`config.mk`:
```
export PLATFORM = sky130hd
export DESIGN_NAME = xbar_arbiter
export DESIGN_NICKNAME = d
export VERILOG_FILES = /design/src/rtl/xbar_arbiter.sv
export SDC_FILE = /design/constraint.sdc
export NUM_CORES = 1
export LEC_CHECK = 0
export BUFFER_PORTS_ARGS = -buffer_cell sky130_fd_sc_hd__buf_2
export CAP_MARGIN = 20
export CORE_ASPECT_RATIO = 0.6
export CORE_UTILIZATION = 45
export CTS_CLUSTER_SIZE = 30
export DETAILED_ROUTE_END_ITERATION = 16
export SETUP_SLACK_MARGIN = 0.2
export SLEW_MARGIN = 20
export SYNTH_ARGS = -nofsm -noshare
export SYNTH_HDL_FRONTEND = slang
export SYNTH_SLANG_ARGS = --single-unit
```
`constraint.sdc`:
```
create_clock -name clk -period 3.8 [get_ports clk]
set_input_delay 0 -clock clk [delete_from_list [all_inputs] [get_ports clk]]
set_output_delay 0 -clock clk [all_outputs]
set_load 0.02 [all_outputs]
```
`src/rtl/xbar_arbiter.sv`:
```
// Per-slave round-robin arbiter for a 2x2 crossbar: drives switch selects,
// slave request strobes, and per-master grant/done/timeout-error.
module xbar_arbiter #(
   parameter int TO_W    = 8,
   parameter int TIMEOUT = 255
) (
   input  logic clk,
   input  logic reset,
   input  logic m0_req,
   input  logic m1_req,
   input  logic m0_addr_msb,
   input  logic m1_addr_msb,
   input  logic s0_ack,
   input  logic s1_ack,
   output logic sel0,
   output logic sel1,
   output logic s0_req,
   output logic s1_req,
   output logic m0_gnt,
   output logic m1_gnt,
   output logic m0_done,
   output logic m1_done,
   output logic m0_err,
   output logic m1_err
);

   localparam logic [TO_W-1:0] TO_LAST = TO_W'(TIMEOUT - 1);
   localparam logic            TO_ON   = (TIMEOUT != 0);

   logic [1:0]           busy, sel, last;
   logic [1:0][TO_W-1:0] cnt;
   logic [1:0]           sack, done, err;

   assign sack = {s1_ack, s0_ack};

   for (genvar j = 0; j < 2; j++) begin : g_slv
      logic [1:0]      rq;
      logic            hit;
      logic            nbusy, nsel, nlast;
      logic [TO_W-1:0] ncnt;

      assign rq[0] = m0_req & (m0_addr_msb == 1'(j));
      assign rq[1] = m1_req & (m1_addr_msb == 1'(j));
      assign hit   = TO_ON & (cnt[j] == TO_LAST);

      always_ff @(posedge clk or negedge reset) begin
         if (!reset) begin
            busy[j] <= 1'b0;
            sel[j]  <= 1'b0;
            last[j] <= 1'b1;
            cnt[j]  <= '0;
         end else begin
            busy[j] <= nbusy;
            sel[j]  <= nsel;
            last[j] <= nlast;
            cnt[j]  <= ncnt;
         end
      end

      always_comb begin
         nbusy = busy[j];
         nsel  = sel[j];
         nlast = last[j];
         ncnt  = cnt[j];
         unique case (1'b1)
            !busy[j]: begin
               if (|rq) begin
                  nbusy = 1'b1;
                  ncnt  = '0;
                  // On a tie the master that did not win last time goes next
                  nsel  = (rq == 2'b11) ? ~last[j] : rq[1];
               end
            end
            busy[j]: begin
               if (sack[j] | hit) begin
                  nbusy = 1'b0;
                  nlast = sel[j];
               end else if (cnt[j] != '1) begin
                  ncnt = cnt[j] + 1'b1;
               end
            end
         endcase
      end

      always_comb begin
         done[j] = busy[j] & sack[j];
         err[j]  = busy[j] & hit & ~sack[j];
      end
   end

   assign sel0   = sel[0];
   assign sel1   = sel[1];
   assign s0_req = busy[0];
   assign s1_req = busy[1];

   assign m0_gnt  = (busy[0] & ~sel[0]) | (busy[1] & ~sel[1]);
   assign m1_gnt  = (busy[0] &  sel[0]) | (busy[1] &  sel[1]);
   assign m0_done = (done[0] & ~sel[0]) | (done[1] & ~sel[1]);
   assign m1_done = (done[0] &  sel[0]) | (done[1] &  sel[1]);
   assign m0_err  = (err[0]  & ~sel[0]) | (err[1]  & ~sel[1]);
   assign m1_err  = (err[0]  &  sel[0]) | (err[1]  &  sel[1]);

endmodule

```
# Word level (Yosys, flattened, before mapping)
# Index checks and enable logic that the tools add are counted.
[totals] out_inout_bits=10 inputBits=8 word_cells=88 register_bits=22
[op_classes] reduce_logical=10 n_mux=16 eq_ne=12 addsub=2 bitwise_logic=40
[ops] cell="8-bit 2-to-1 mux" count=6
[ops] cell="8-bit one-hot mux with 2 select lines" count=2
[ops] cell="1-bit bitwise AND" count=22
[ops] cell="8-bit by 1-bit adder with 8-bit output (second input constant)" count=2
[ops] cell="8-bit equality test (second input constant)" count=2
[ops] cell="8-bit inequality test (second input constant)" count=2
[ops] cell="1-bit inverter" count=10
[ops] cell="2-bit by 1-bit inequality test with 1-bit output (second input constant)" count=4
[ops] cell="1-bit OR" count=8
[ops] cell="2-bit AND reduction" count=4
[ops] cell="1-bit 2-to-1 mux" count=6
[ops] cell="3-bit AND reduction" count=2
[ops] cell="2-bit equality test (second input constant)" count=2
[ops] cell="2-bit inequality test (second input constant)" count=2
[ops] cell="1-bit one-hot mux with 2 select lines" count=2
[ops] cell="2-bit OR reduction" count=2
[ops] cell="1-bit zero test" count=2

# Longest topological paths before layout
# Gate-level depths: netlist of the first run.
[logic_depth] word_depth=5 depth_mapped=6 depth_no_buf=5

# Least setup slack after synthesis of the first run
# No wires, ideal clock.
[synth_timing] kind="reg2reg" start="reg cnt[0] (netlist bit)" end="reg cnt[6] (netlist bit)" stages_incl_launch_ff=6 t_required_ns=3.674 path_slack_ns=2.123 synth_period_minus_slack_ns=1.677 setup_ns=0.126 n_path_buf=1 arrival_time_ns=1.551 path_cell_list="dfrtp_1 ha_1 o211a_4 or2_0 buf_2 a221o_1"
[synth_via] elab_chain_cells=4 elab_cells_between_ends=10 classes_between="add/sub (1); eq/ne (4); mux (3); bitwise (1); reduce/logical (1)"
[synth_rtl] element="start, declared" line_no="31" rtl="logic [1:0][TO_W-1:0] cnt;"
[synth_rtl] element="start signal, assigned by index" line_no="56" rtl="cnt[j] <= ncnt;"
[synth_rtl] element="8-bit by 1-bit adder with 8-bit output / 8-bit equality test (equally long branches)" line_no="79, 44"
[synth_rtl] element="8-bit 2-to-1 mux / 1-bit OR (equally long branches)" line_no="78, 75"
[synth_rtl] element="8-bit 2-to-1 mux / 2-bit inequality test (equally long branches)"
[synth_rtl] element="8-bit one-hot mux with 2 select lines / 3-bit AND reduction (equally long branches)"
# Several ways; a longest one is shown, not always the timed one. The select of a mux whose other input is x is not followed.
# A chain may end at the register's enable or synchronous reset.

# Final worst setup path of the first run
[layout_timing] start="reg busy[0] (netlist: s0_req)" end="out m0_err"
[layout_via] elab_chain_cells=4
[layout_rtl] element="start, declared" line_no="30" rtl="logic [1:0] busy, sel, last;"
[layout_rtl] element="start signal, assigned by index" line_no="53" rtl="busy[j] <= nbusy;"
[layout_rtl] element="1-bit bitwise AND (2 in series)" line_no="87" rtl="err[j] = busy[j] & hit & ~sack[j];"
[layout_rtl] element="1-bit bitwise AND" line_no="100" rtl="assign m0_err = (err[0] & ~sel[0]) | (err[1] & ~sel[1]);"
[layout_rtl] element="1-bit OR" line_no="100"
[layout_rtl] element="end, declared" line_no="23" rtl="output logic m0_err,"
# Every way passes these cells.

==> impl_metrics.prom, run 1 <==
# TYPE chip_impl_metric gauge
chip_impl_info{name="outcome",value="complete, no violations"} 1
chip_impl_metric{name="share_clk_of_total_power",unit="%"} 18.1
chip_impl_metric{name="switching_power",unit="mW"} 0.338
chip_impl_metric{name="area_growth_syn_to_fin",unit="%"} 13.9
chip_impl_metric{name="ff_latch_area",unit="um2"} 553
chip_impl_metric{name="hold_violation_count_in_the_final_report",unit=""} 0
chip_impl_metric{name="setup_ws",unit="ns"} 1.87
chip_impl_metric{name="clock_insertion_delay_worst_skew",unit="ns"} 0.27
chip_impl_metric{name="drt_wl_total",unit="um"} 3140
chip_impl_info{name="post_synth_main_area_contributors",value="dfrtp_1 38%, o21ai_0 4.9%, nand3_1 4.2%, dfstp_2 4.0%, nand2_1 4.0%"} 1
chip_impl_metric{name="syn-cell-area",unit="mm2"} 0.00132
chip_impl_metric{name="port_buffers",unit=""} 17
chip_impl_metric{name="gpl.final_weighted_congestion",unit=""} 0.862
chip_impl_metric{name="synthCells",unit=""} 143
chip_impl_metric{name="ctsHtreeMaxLevel",unit=""} 1
chip_impl_metric{name="async_reset_ff_share",unit="%"} 100
chip_impl_metric{name="cts-resized-gates",unit=""} 0
chip_impl_metric{name="worst-slew-pin-transition",unit="ns"} 0.715
chip_impl_metric{name="max_fo_critical_path",unit=""} 12
chip_impl_metric{name="nNetsFinal",unit=""} 174
chip_impl_metric{name="worst_slew_margin_rel",unit="%"} 52.4
chip_impl_info{name="cts-root-buf",value="clkbuf_8"} 1
chip_impl_metric{name="design.die.area",unit="mm2"} 0.00316
chip_impl_metric{name="swShare",unit="%"} 40.0
chip_impl_metric{name="period_share",unit="%"} 50.7
chip_impl_metric{name="reported_leakage_power",unit="nW"} 0.700
chip_impl_metric{name="slew_viol_final",unit=""} 0
chip_impl_metric{name="drc",unit=""} 0
chip_impl_metric{name="n_fill_cell",unit=""} 242
chip_impl_metric{name="via_count",unit=""} 1185
chip_impl_metric{name="antenna-diode-count",unit=""} 0
chip_impl_metric{name="finalCoreUtilization",unit="%"} 56.9
chip_impl_metric{name="cp_bufs_invs",unit=""} 1
chip_impl_metric{name="grt_antenna_before_repair",unit=""} 0
chip_impl_metric{name="ant_nets",unit=""} 0
chip_impl_metric{name="worst_ep_required_time",unit="ns"} 3.80
chip_impl_metric{name="post-cts-setup-buffer-count",unit=""} 0
chip_impl_metric{name="syn_avg_cell_area",unit="um2"} 9.24
chip_impl_metric{name="drt_iter0_drc",unit=""} 148
chip_impl_metric{name="cts-root-to-sink-buffers",unit=""} 2
chip_impl_info{name="critPathLaunchType",value="register"} 1
chip_impl_info{name="layout_commonest_cell",value="dfrtp_1"} 1
chip_impl_metric{name="power.total",unit="mW"} 0.844
chip_impl_metric{name="floorplan.rows",unit=""} 14
chip_impl_metric{name="pwr_density_cell",unit="mW/mm2"} 561
chip_impl_metric{name="synth_cell_types",unit=""} 47
chip_impl_metric{name="cellInternalPower",unit="mW"} 0.506
chip_impl_info{name="ys.flop_type",value="dfrtp_1"} 1
chip_impl_metric{name="synth_top_cell_area_share",unit="%"} 37.9
chip_impl_info{name="unrepaired_setup_endpoints_after_global_routing",value="false"} 1
chip_impl_metric{name="dp_hpwl",unit="um"} 2340
chip_impl_metric{name="hold_buffers",unit=""} 3
chip_impl_metric{name="preCtsSetupSlack",unit="ns"} 1.98
chip_impl_info{name="crit_path_top_delay_cell",value="dfrtp_1"} 1
chip_impl_metric{name="vias_per_cell",unit=""} 5.90
chip_impl_info{name="worstSetupEndpointType",value="output port"} 1
chip_impl_info{name="cts_tree",value="done"} 1
chip_impl_metric{name="die_extent_in_x",unit="um"} 72.0
chip_impl_metric{name="design.core.area",unit="mm2"} 0.00265
chip_impl_metric{name="synth_seq_area_share",unit="%"} 41.9
chip_impl_metric{name="avgRoutedWirePerCell",unit="um"} 15.6
chip_impl_metric{name="setup_viol",unit=""} 0
chip_impl_metric{name="clk_pin_slew_worst_paths",unit="ns"} 0.07
chip_impl_info{name="yosysTopAreaCell",value="dfrtp_1"} 1
chip_impl_metric{name="crit_path_max_incr_delay",unit="ns"} 0.56
chip_impl_info{name="mostFrequentLayoutCells",value="20 x dfrtp_1, 17 x buf_2, 14 x nand2_1"} 1
chip_impl_metric{name="max-vdd-ir-drop",unit="uV"} 323
chip_impl_metric{name="final.min_clock_period",unit="ns"} 1.93
chip_impl_metric{name="number_of_global_route_vias_before_repair",unit=""} 1035
chip_impl_metric{name="setup_tns",unit="ns"} 0
chip_impl_metric{name="grt_use_total",unit="%"} 22.6
chip_impl_metric{name="synth-seq-cells",unit=""} 22
chip_impl_metric{name="sinks_on_clock_net",unit=""} 22
chip_impl_metric{name="syn-num-nets",unit=""} 155
chip_impl_metric{name="tritoncts.num_buffers",unit=""} 3
chip_impl_metric{name="grt_max_degree",unit=""} 23
chip_impl_info{name="critical-path-top-delay-family",value="simple AND/OR/NAND/NOR gates"} 1
chip_impl_metric{name="seq_power_share",unit="%"} 50.3
chip_impl_metric{name="dr.pass1.iters",unit=""} 4
chip_impl_metric{name="grt_pass1_wl",unit="um"} 5160
chip_impl_info{name="path_class",value="reg -> out"} 1
chip_impl_metric{name="floorplan.io_pins",unit=""} 18
chip_impl_metric{name="clock.fmax",unit="MHz"} 519
chip_impl_metric{name="layout-drive-gt1-share",unit="%"} 18.0
chip_impl_metric{name="p_comb_share",unit="%"} 31.7
chip_impl_metric{name="synth-warning-count",unit=""} 0
chip_impl_metric{name="fp.dieH",unit="um"} 44.0
chip_impl_metric{name="max_cap_viol_count",unit=""} 0
chip_impl_info{name="path_cells",value="and3_1, nand3_1, or3_1, o31ai_1, buf_2"} 1
chip_impl_info{name="worstHoldPathType",value="in -> reg"} 1
chip_impl_metric{name="cp.arrival",unit="ns"} 1.93
chip_impl_metric{name="initial_utilization",unit="%"} 50.0
chip_impl_metric{name="finClkSkew",unit="ns"} 0.00683
chip_impl_metric{name="synth-edff-count",unit=""} 0
chip_impl_metric{name="multiInputGateArea",unit="um2"} 716
chip_impl_metric{name="global_route.overflow_total",unit=""} 0
-- cells in the mapped netlist (2+ instances only) --
cell type  count
and3_1         3
nor4b_1        2
buf_2          3
inv_1          6
o22ai_1        2
a211o_1        2
o21ai_0       13
and2b_1        2
a21oi_1        2
o31ai_1        3
nor4_1         3
ha_1           4
a22o_1         2
dfstp_2        2
a211o_2        2
nand3b_1       2
a31oi_1        3
nand2_1       14
dfrtp_1       20
clkbuf_1       3
nor2_1         5
mux2_2         3
xnor2_1        3
nor3_1         6
nand3_1       11
-- power groups by stage --
stage | clock network [mW] | logic, mW | registers, mW
after floorplan | 0 | 0.195 | 0.397
after global placement | 0 | 0.256 | 0.421
after detailed placement | 0 | 0.261 | 0.425
after CTS | 0.157 | 0.268 | 0.421
after global routing | 0.168 | 0.297 | 0.441
final | 0.152 | 0.267 | 0.424
-- metrics by stage --
step           instance area, um2  std cells  hold slack [ns]
3_5_place_dp                 1430        194         -0.00207
4_1_cts                      1510        201            0.152
2_1_floorplan                1320        143           -0.296
6_report                     1510        201            0.163
3_3_place_gp                 1430        194         -0.00693
5_1_grt                      1510        201            0.181
-- worst reg2reg max path: cells and delay by family (launching register included) --
family | cells | cell delay, ns
DFF | 1 | 0.66
buffers and inverters | 2 | 0.83
AOI/OAI and AO/OA | 2 | 0.25
-- final timing paths --
| kind | startpoint | to | slack (ns) | cells past startpoint |
|---|---|---|---|---|
| max | s0_req$_DFF_PN0_ | m0_err | 1.87 | 5 |
| min | m0_req | s1_req$_DFF_PN0_ | 0.16 | 3 |
| max reg2reg | s1_req$_DFF_PN0_ | sel1$_DFFE_PN0P_ | 1.95 | 4 |
| min reg2reg | cnt[15]$_DFFE_PN0P_ | cnt[15]$_DFFE_PN0P_ | 0.56 | 2 |
| max in group asynchronous | reset | last[1]$_DFFE_PN1P_ | 3.20 | 2 |
| min in group asynchronous | reset | cnt[14]$_DFFE_PN0P_ | 0.23 | 2 |
-- per-layer routing --
layer  global-route usage [%]  wire length [um]
met4                     7.06                31
met3                     7.44               247
met1                     33.8              1660
met2                     30.6              1210
met5                        0                 0
-- layout make-up --
class | count | area share (%)
Multi-Input combinational cell | 108 | 47.5
Sequential cell | 22 | 36.7
Timing Repair Buffer | 20 | 7.65
Tap cell | 40 | 3.33
Clock buffer | 4 | 2.99
Inverter | 7 | 1.75
-- registers in the layout, indices dropped and copies added, names as in the netlist --
register	flops
cnt	16
last	2
s0_req	1
s1_req	1
sel0	1
sel1	1
-- kinds of logic (layout without fill, tap and decap cells) --
family	count (synthesis)	in the layout	synth area share (%)
AO/OA/AOI/OAI	42	42	23.2
flip-flops	22	22	41.9
multiplexers	3	3	2.56
buffers and inverters	13	31	3.98
XOR/XNOR	3	3	1.99
AND/OR/NAND/NOR	56	56	22.6
adder cells (fa/ha/maj)	4	4	3.79
Power figures use the tool's default switching activity.
==> run 2, diff against run 1 <==
- clock period: 3.8 -> 2 ns (I/O delays scaled with it)
==> run 2 against run 1 <==
Against the previous run:
- routed wire length is 3.6% higher
- sequential share of layout area decreased by 2.2 points
- setup slack worse by 1.6 ns
- via count grew 3.7%
- clock power increased by 110%
- hold slack worse by 0.012 ns
- first-iteration DRC count down 4.7%
- largest power group unchanged
- global-route usage fell by 0.51 points
- total power rose by 100%
- critical endpoint unchanged
- die area did not move
- register-to-register slack worse by 1.7 ns
- sequential power is 87% higher
==> impl_metrics.prom, run 2 (synthesis results as in run 1) <==
# TYPE chip_impl_metric gauge
chip_impl_metric{name="pwr_density_cell",unit="mW/mm2"} 1070
chip_impl_metric{name="global_route.overflow_total",unit=""} 0
chip_impl_info{name="cts_tree",value="done"} 1
chip_impl_info{name="reg2reg_from",value="cnt[8]$_DFFE_PN0P_"} 1
chip_impl_metric{name="ff_latch_area",unit="um2"} 556
chip_impl_metric{name="power.total",unit="mW"} 1.72
chip_impl_metric{name="design.die.area",unit="mm2"} 0.00316
chip_impl_metric{name="max-vdd-ir-drop",unit="uV"} 665
chip_impl_metric{name="setup_viol",unit=""} 0
chip_impl_info{name="cts-root-buf",value="clkbuf_8"} 1
chip_impl_metric{name="hold_violation_count_in_the_final_report",unit=""} 0
chip_impl_metric{name="clock_insertion_delay_worst_skew",unit="ns"} 0.26
chip_impl_info{name="critPathLaunchType",value="register"} 1
chip_impl_metric{name="layout-drive-gt1-share",unit="%"} 27.1
chip_impl_metric{name="r2r_setup_slack",unit="ns"} 0.28
chip_impl_metric{name="sinks_on_clock_net",unit=""} 22
chip_impl_metric{name="worst_ep_required_time",unit="ns"} 2.00
chip_impl_metric{name="n_fill_cell",unit=""} 242
chip_impl_metric{name="timing.hold.worst_path_depth",unit=""} 3
chip_impl_metric{name="antenna-diode-count",unit=""} 0
chip_impl_info{name="worstSetupEndpointType",value="output port"} 1
chip_impl_info{name="worstHoldPathType",value="in -> reg"} 1
chip_impl_metric{name="design.core.area",unit="mm2"} 0.00265
chip_impl_metric{name="period_share",unit="%"} 86.3
chip_impl_metric{name="initial_utilization",unit="%"} 50.0
chip_impl_metric{name="slew_viol_final",unit=""} 0
chip_impl_metric{name="fin_worst_hold_slack",unit="ns"} 0.151
chip_impl_metric{name="grt_use_total",unit="%"} 22.1
chip_impl_metric{name="avgRoutedWirePerCell",unit="um"} 15.5
chip_impl_metric{name="tritoncts.num_buffers",unit=""} 3
chip_impl_metric{name="worst-slew-pin-transition",unit="ns"} 0.504
chip_impl_metric{name="port_buffers",unit=""} 17
chip_impl_metric{name="largest_register_ffs",unit=""} 16
chip_impl_metric{name="max_fo_critical_path",unit=""} 4
chip_impl_metric{name="nNetsFinal",unit=""} 183
chip_impl_info{name="mostFrequentLayoutCells",value="18 x dfrtp_1, 17 x buf_2, 14 x nand2_1"} 1
chip_impl_metric{name="drc",unit=""} 0
chip_impl_info{name="path_class",value="reg -> out"} 1
chip_impl_metric{name="postPlaceCellArea",unit="mm2"} 0.00145
chip_impl_metric{name="ant_nets",unit=""} 0
chip_impl_metric{name="number_of_global_route_vias_before_repair",unit=""} 1050
chip_impl_metric{name="drt_wl_total",unit="um"} 3260
chip_impl_info{name="reg_top3",value="cnt: 16 flops, last: 2 flops"} 1
chip_impl_info{name="hold_end",value="cnt[8]$_DFFE_PN0P_"} 1
chip_impl_info{name="layout_commonest_cell",value="dfrtp_1"} 1
chip_impl_metric{name="vias_per_cell",unit=""} 5.85
chip_impl_metric{name="dr.pass1.iters",unit=""} 4
chip_impl_metric{name="worst_slew_margin_rel",unit="%"} 66.4
chip_impl_metric{name="finish.instance_area",unit="mm2"} 0.00161
chip_impl_metric{name="post-place-cells",unit=""} 197
chip_impl_metric{name="dp_hpwl",unit="um"} 2340
chip_impl_metric{name="drt_iter0_drc",unit=""} 141
chip_impl_info{name="hold_path.startpoint",value="s1_ack"} 1
chip_impl_metric{name="grt_antenna_before_repair",unit=""} 0
chip_impl_info{name="worstSetupStartpoint",value="cnt[0]$_DFFE_PN0P_"} 1
chip_impl_metric{name="ctsHtreeMaxLevel",unit=""} 1
chip_impl_metric{name="die_extent_in_x",unit="um"} 72.0
chip_impl_metric{name="rr_worst_depth",unit=""} 4
chip_impl_metric{name="multiInputGateArea",unit="um2"} 731
chip_impl_metric{name="cts-root-to-sink-buffers",unit=""} 2
chip_impl_metric{name="floorplan.io_pins",unit=""} 18
chip_impl_metric{name="final_standard_cell_count_with_taps_included_and_fillers_excluded",unit=""} 210
chip_impl_metric{name="clock.fmax",unit="MHz"} 580
chip_impl_metric{name="grt_max_degree",unit=""} 23
chip_impl_info{name="largest_register",value="cnt"} 1
chip_impl_metric{name="grt_pass1_wl",unit="um"} 5220
chip_impl_info{name="worst_r2r_endpoint",value="cnt[14]$_DFFE_PN0P_"} 1
chip_impl_metric{name="fp.dieH",unit="um"} 44.0
chip_impl_metric{name="finalCoreUtilization",unit="%"} 60.8
chip_impl_metric{name="floorplan.rows",unit=""} 14
chip_impl_metric{name="setup_ws",unit="ns"} 0.274
chip_impl_metric{name="clk_pin_slew_worst_paths",unit="ns"} 0.08
chip_impl_metric{name="reported_leakage_power",unit="nW"} 0.744
chip_impl_metric{name="via_count",unit=""} 1229
chip_impl_metric{name="final.min_clock_period",unit="ns"} 1.73
chip_impl_metric{name="max_cap_viol_count",unit=""} 0
chip_impl_metric{name="area_growth_syn_to_fin",unit="%"} 21.7
chip_impl_info{name="outcome",value="complete, no violations"} 1
chip_impl_metric{name="preCtsSetupSlack",unit="ns"} 0.199
chip_impl_metric{name="gpl.final_weighted_congestion",unit=""} 0.829
chip_impl_metric{name="cp.arrival",unit="ns"} 1.73
chip_impl_info{name="unrepaired_setup_endpoints_after_global_routing",value="true"} 1
chip_impl_metric{name="finClkSkew",unit="ns"} 0.00188
chip_impl_metric{name="setup_tns",unit="ns"} 0
## run 2: per-layer routing
| metal | vias to the layer above | GRT usage, % | routed length, um |
|---|---|---|---|
| li1 | 594 | - | - |
| met1 | 592 | 33.8 | 1760 |
| met2 | 41 | 30.8 | 1290 |
| met3 | 2 | 6.74 | 194 |
| met4 | 0 | 3.53 | 11 |
| met5 | - | 0 | 0 |
## run 2: power by group
| part | internal (mW) | switching (mW) | leakage, nW |
|---|---|---|---|
| sequential | 0.594 | 0.196 | 0.280 |
| clock | 0.176 | 0.146 | 0.0288 |
| combinational | 0.286 | 0.318 | 0.435 |
| total | 1.06 | 0.660 | 0.744 |
## run 2: worst max path at each step
stage,endpoint,slack [ns]
CTS,cnt[9]$_DFFE_PN0P_,0.20
global route,m0_err,0.17
global placement,cnt[9]$_DFFE_PN0P_,0.24
detailed placement,cnt[6]$_DFFE_PN0P_,0.20
finish,m0_err,0.27
floorplan,cnt[6]$_DFFE_PN0P_,0.32
## run 2: timing repair
item,CTS,global route
resized for setup,2,7
hold endpoints to repair,21,0
setup buffers,0,6
setup endpoints to repair,2,6
hold buffers,3,0
## run 2: critical path: stages, from the launching register on
cell     delay (ns)
dfrtp_1        0.43
inv_1          0.10
ha_1           0.20
nand3_2        0.13
or3_1          0.32
o31ai_1        0.07
buf_2          0.21
## run 2: final cells by class
| cell class | count | area share [%] |
|---|---|---|
| Timing Repair Buffer | 29 | 11.6 |
| Inverter | 7 | 1.87 |
| Clock buffer | 4 | 3.42 |
| Multi-Input combinational cell | 108 | 45.4 |
| Tap cell | 40 | 3.11 |
| Sequential cell | 22 | 34.6 |
==> run 3, diff against run 2 <==
- clock period: 2 -> 1.7 ns (I/O delays scaled with it)
==> run 3 against run 2 <==
Against the previous run:
- clock power rose by 15%
- utilization up 12 points
- sequential power up 10%
- setup slack worse by 0.23 ns
- critical path type is now reg -> reg
- largest cell class unchanged
==> impl_metrics.prom, run 3 (synthesis results as in run 1) <==
# TYPE chip_impl_metric gauge
chip_impl_metric{name="global_route.overflow_total",unit=""} 0
chip_impl_metric{name="grt_max_degree",unit=""} 23
chip_impl_metric{name="worst_ep_required_time",unit="ns"} 1.85
chip_impl_metric{name="r2r_setup_slack",unit="ns"} 0.05
chip_impl_metric{name="layout-drive-gt1-share",unit="%"} 45.0
chip_impl_metric{name="ctsHtreeMaxLevel",unit=""} 1
chip_impl_metric{name="n_fill_cell",unit=""} 205
chip_impl_info{name="cts_tree",value="done"} 1
chip_impl_info{name="mostFrequentLayoutCells",value="26 x buf_4, 17 x dfrtp_1, 16 x buf_2"} 1
chip_impl_metric{name="slew_viol_final",unit=""} 0
chip_impl_metric{name="largest_register_ffs",unit=""} 16
chip_impl_metric{name="max-vdd-ir-drop",unit="uV"} 704
chip_impl_metric{name="clock_insertion_delay_worst_skew",unit="ns"} 0.26
chip_impl_info{name="critical-path-top-delay-family",value="compound AO/OA/AOI/OAI gates"} 1
chip_impl_info{name="outcome",value="complete, no violations"} 1
chip_impl_info{name="worstSetupEndpointType",value="register"} 1
chip_impl_metric{name="preCtsSetupSlack",unit="ns"} -0.0371
chip_impl_metric{name="fp.dieH",unit="um"} 44.0
chip_impl_metric{name="rr_worst_depth",unit=""} 5
chip_impl_metric{name="floorplan.io_pins",unit=""} 18
chip_impl_metric{name="nNetsFinal",unit=""} 204
chip_impl_metric{name="hold_violation_count_in_the_final_report",unit=""} 0
chip_impl_info{name="reg_top3",value="cnt: 16 flops, last: 2 flops"} 1
chip_impl_metric{name="initial_utilization",unit="%"} 50.0
chip_impl_info{name="critPathLaunchType",value="register"} 1
chip_impl_metric{name="drt_wl_total",unit="um"} 3750
chip_impl_info{name="path_cells",value="buf_6, ha_4, o211a_4, or2_4, a211o_2"} 1
chip_impl_metric{name="timing.hold.worst_path_depth",unit=""} 3
chip_impl_metric{name="grt_use_total",unit="%"} 24.3
chip_impl_metric{name="max_cap_viol_count",unit=""} 0
chip_impl_metric{name="ant_nets",unit=""} 0
chip_impl_metric{name="cp_bufs_invs",unit=""} 1
chip_impl_metric{name="sinks_on_clock_net",unit=""} 22
chip_impl_metric{name="floorplan.rows",unit=""} 14
chip_impl_metric{name="die_extent_in_x",unit="um"} 72.0
chip_impl_info{name="worstSetupStartpoint",value="cnt[0]$_DFFE_PN0P_"} 1
chip_impl_metric{name="design.core.area",unit="mm2"} 0.00265
chip_impl_metric{name="reported_leakage_power",unit="nW"} 0.877
chip_impl_metric{name="drc",unit=""} 0
chip_impl_metric{name="vias_per_cell",unit=""} 5.82
chip_impl_metric{name="seq_power_share",unit="%"} 36.7
chip_impl_info{name="cts-root-buf",value="clkbuf_8"} 1
chip_impl_metric{name="finClkSkew",unit="ns"} 0.00663
chip_impl_metric{name="avgRoutedWirePerCell",unit="um"} 16.2
chip_impl_metric{name="ff_latch_area",unit="um2"} 557
chip_impl_info{name="crit_path_top_delay_cell",value="dfrtp_1"} 1
chip_impl_info{name="hold_path.startpoint",value="m1_req"} 1
chip_impl_metric{name="number_of_global_route_vias_before_repair",unit=""} 1185
chip_impl_metric{name="gpl.final_weighted_congestion",unit=""} 0.823
chip_impl_metric{name="max_fo_critical_path",unit=""} 6
chip_impl_metric{name="clock.fmax",unit="MHz"} 605
chip_impl_metric{name="pwr_density_cell",unit="mW/mm2"} 1230
chip_impl_metric{name="setup_viol",unit=""} 0
chip_impl_metric{name="cp.arrival",unit="ns"} 1.80
chip_impl_metric{name="share_clk_of_total_power",unit="%"} 15.7
chip_impl_metric{name="multiInputGateArea",unit="um2"} 870
chip_impl_info{name="path_class",value="reg -> reg"} 1
chip_impl_metric{name="period_share",unit="%"} 97.2
chip_impl_metric{name="fin_worst_hold_slack",unit="ns"} 0.100
chip_impl_metric{name="drt_iter0_drc",unit=""} 95
chip_impl_info{name="largest_register",value="cnt"} 1
chip_impl_metric{name="p_comb_share",unit="%"} 47.6
chip_impl_metric{name="crit_path_max_incr_delay",unit="ns"} 0.42
chip_impl_metric{name="grt_pass1_wl",unit="um"} 5720
chip_impl_metric{name="area_growth_syn_to_fin",unit="%"} 45.4
chip_impl_metric{name="worst-slew-pin-transition",unit="ns"} 0.500
chip_impl_metric{name="tritoncts.num_buffers",unit=""} 3
chip_impl_metric{name="postPlaceCellArea",unit="mm2"} 0.00154
chip_impl_metric{name="worst_slew_margin_rel",unit="%"} 66.3
chip_impl_metric{name="switching_power",unit="mW"} 0.909
chip_impl_metric{name="final.min_clock_period",unit="ns"} 1.65
chip_impl_metric{name="cellInternalPower",unit="mW"} 1.46
chip_impl_metric{name="dp_hpwl",unit="um"} 2460
chip_impl_metric{name="via_count",unit=""} 1345
chip_impl_metric{name="cts-root-to-sink-buffers",unit=""} 2
chip_impl_info{name="hold_end",value="sel1$_DFFE_PN0P_"} 1
chip_impl_metric{name="setup_tns",unit="ns"} 0
chip_impl_metric{name="port_buffers",unit=""} 17
chip_impl_metric{name="clk_pin_slew_worst_paths",unit="ns"} 0.08
chip_impl_metric{name="antenna-diode-count",unit=""} 0
chip_impl_info{name="layout_commonest_cell",value="buf_4"} 1
chip_impl_metric{name="design.die.area",unit="mm2"} 0.00316
chip_impl_metric{name="swShare",unit="%"} 38.4
chip_impl_info{name="worst_r2r_endpoint",value="cnt[3]$_DFFE_PN0P_"} 1
chip_impl_metric{name="finish.instance_area",unit="mm2"} 0.00192
chip_impl_info{name="worstHoldPathType",value="in -> reg"} 1
chip_impl_metric{name="dr.pass1.iters",unit=""} 4
chip_impl_metric{name="grt_antenna_before_repair",unit=""} 0
chip_impl_metric{name="setup_ws",unit="ns"} 0.0482
chip_impl_metric{name="cp_num_cells",unit=""} 5
chip_impl_info{name="unrepaired_setup_endpoints_after_global_routing",value="true"} 1
chip_impl_info{name="reg2reg_from",value="cnt[0]$_DFFE_PN0P_"} 1
[run 3: changes by cell type in the layout (fill, tap and decap cells not counted), moves of 2 or more]
cell / change
inv_2: +2
o31ai_1: -3
nor2_1: -2
ha_1: -3
o21ai_0: -3
buf_6: +4
nand3_4: +2
o31ai_2: +3
ha_4: +4
o21ai_2: +2
buf_4: +18
[run 3: layout make-up]
class	count	share of cell area, %
clock buffers	4	2.87
repair buffers	50	18.8
multi-input cells	108	45.3
well taps	40	2.61
flip-flops and latches	22	29.0
inverters	7	1.43
[run 3: layer usage]
layer | vias to the layer above | wire [um] | GRT usage, % | part of all wire (%)
met5 | - | 0 | 0 | 0
met4 | 0 | 19 | 4.71 | 0.51
met3 | 4 | 183 | 5.81 | 4.9
met2 | 45 | 1640 | 37.9 | 44
met1 | 660 | 1910 | 34.7 | 51
li1 | 636 | - | - | -
[run 3: how the worst max path moves through the flow]
stage	end
after floorplan	cnt[6]$_DFFE_PN0P_
after global placement	cnt[6]$_DFFE_PN0P_
after detailed placement	cnt[6]$_DFFE_PN0P_
after CTS	cnt[9]$_DFFE_PN0P_
after global routing	m0_err
final	cnt[3]$_DFFE_PN0P_
[run 3: power by group through the flow]
stage	Sequential, mW	Clock, mW	Combinational (mW)
2_1_floorplan	0.891	0	0.444
3_3_place_gp	0.875	0	0.746
3_5_place_dp	0.891	0	0.759
4_1_cts	0.849	0.379	0.956
5_1_grt	0.886	0.403	1.21
6_report	0.870	0.371	1.13
[run 3: repair_timing]
item | in CTS | in global routing
setup buffers | 14 | 3
gates cloned | 0 | 0
endpoints found under the setup margin | 15 | 15
pin swaps | 3 | 11
hold endpoints to repair | 21 | 0
hold buffers | 3 | 0
resized for setup | 15 | 26
[run 3: stage by stage]
step	utilization [%]	total power, mW	cells
finish	72.6	2.37	231
detailed placement	58.3	1.65	207
floorplan	-	1.33	143
CTS	67.3	2.18	228
global placement	58.3	1.62	207
global route	72.6	2.50	231
[run 3: worst min-delay path: stages]
cell	delay (ns)
buf_2	0.12
nand3b_1	0.08
a41oi_1	0.12
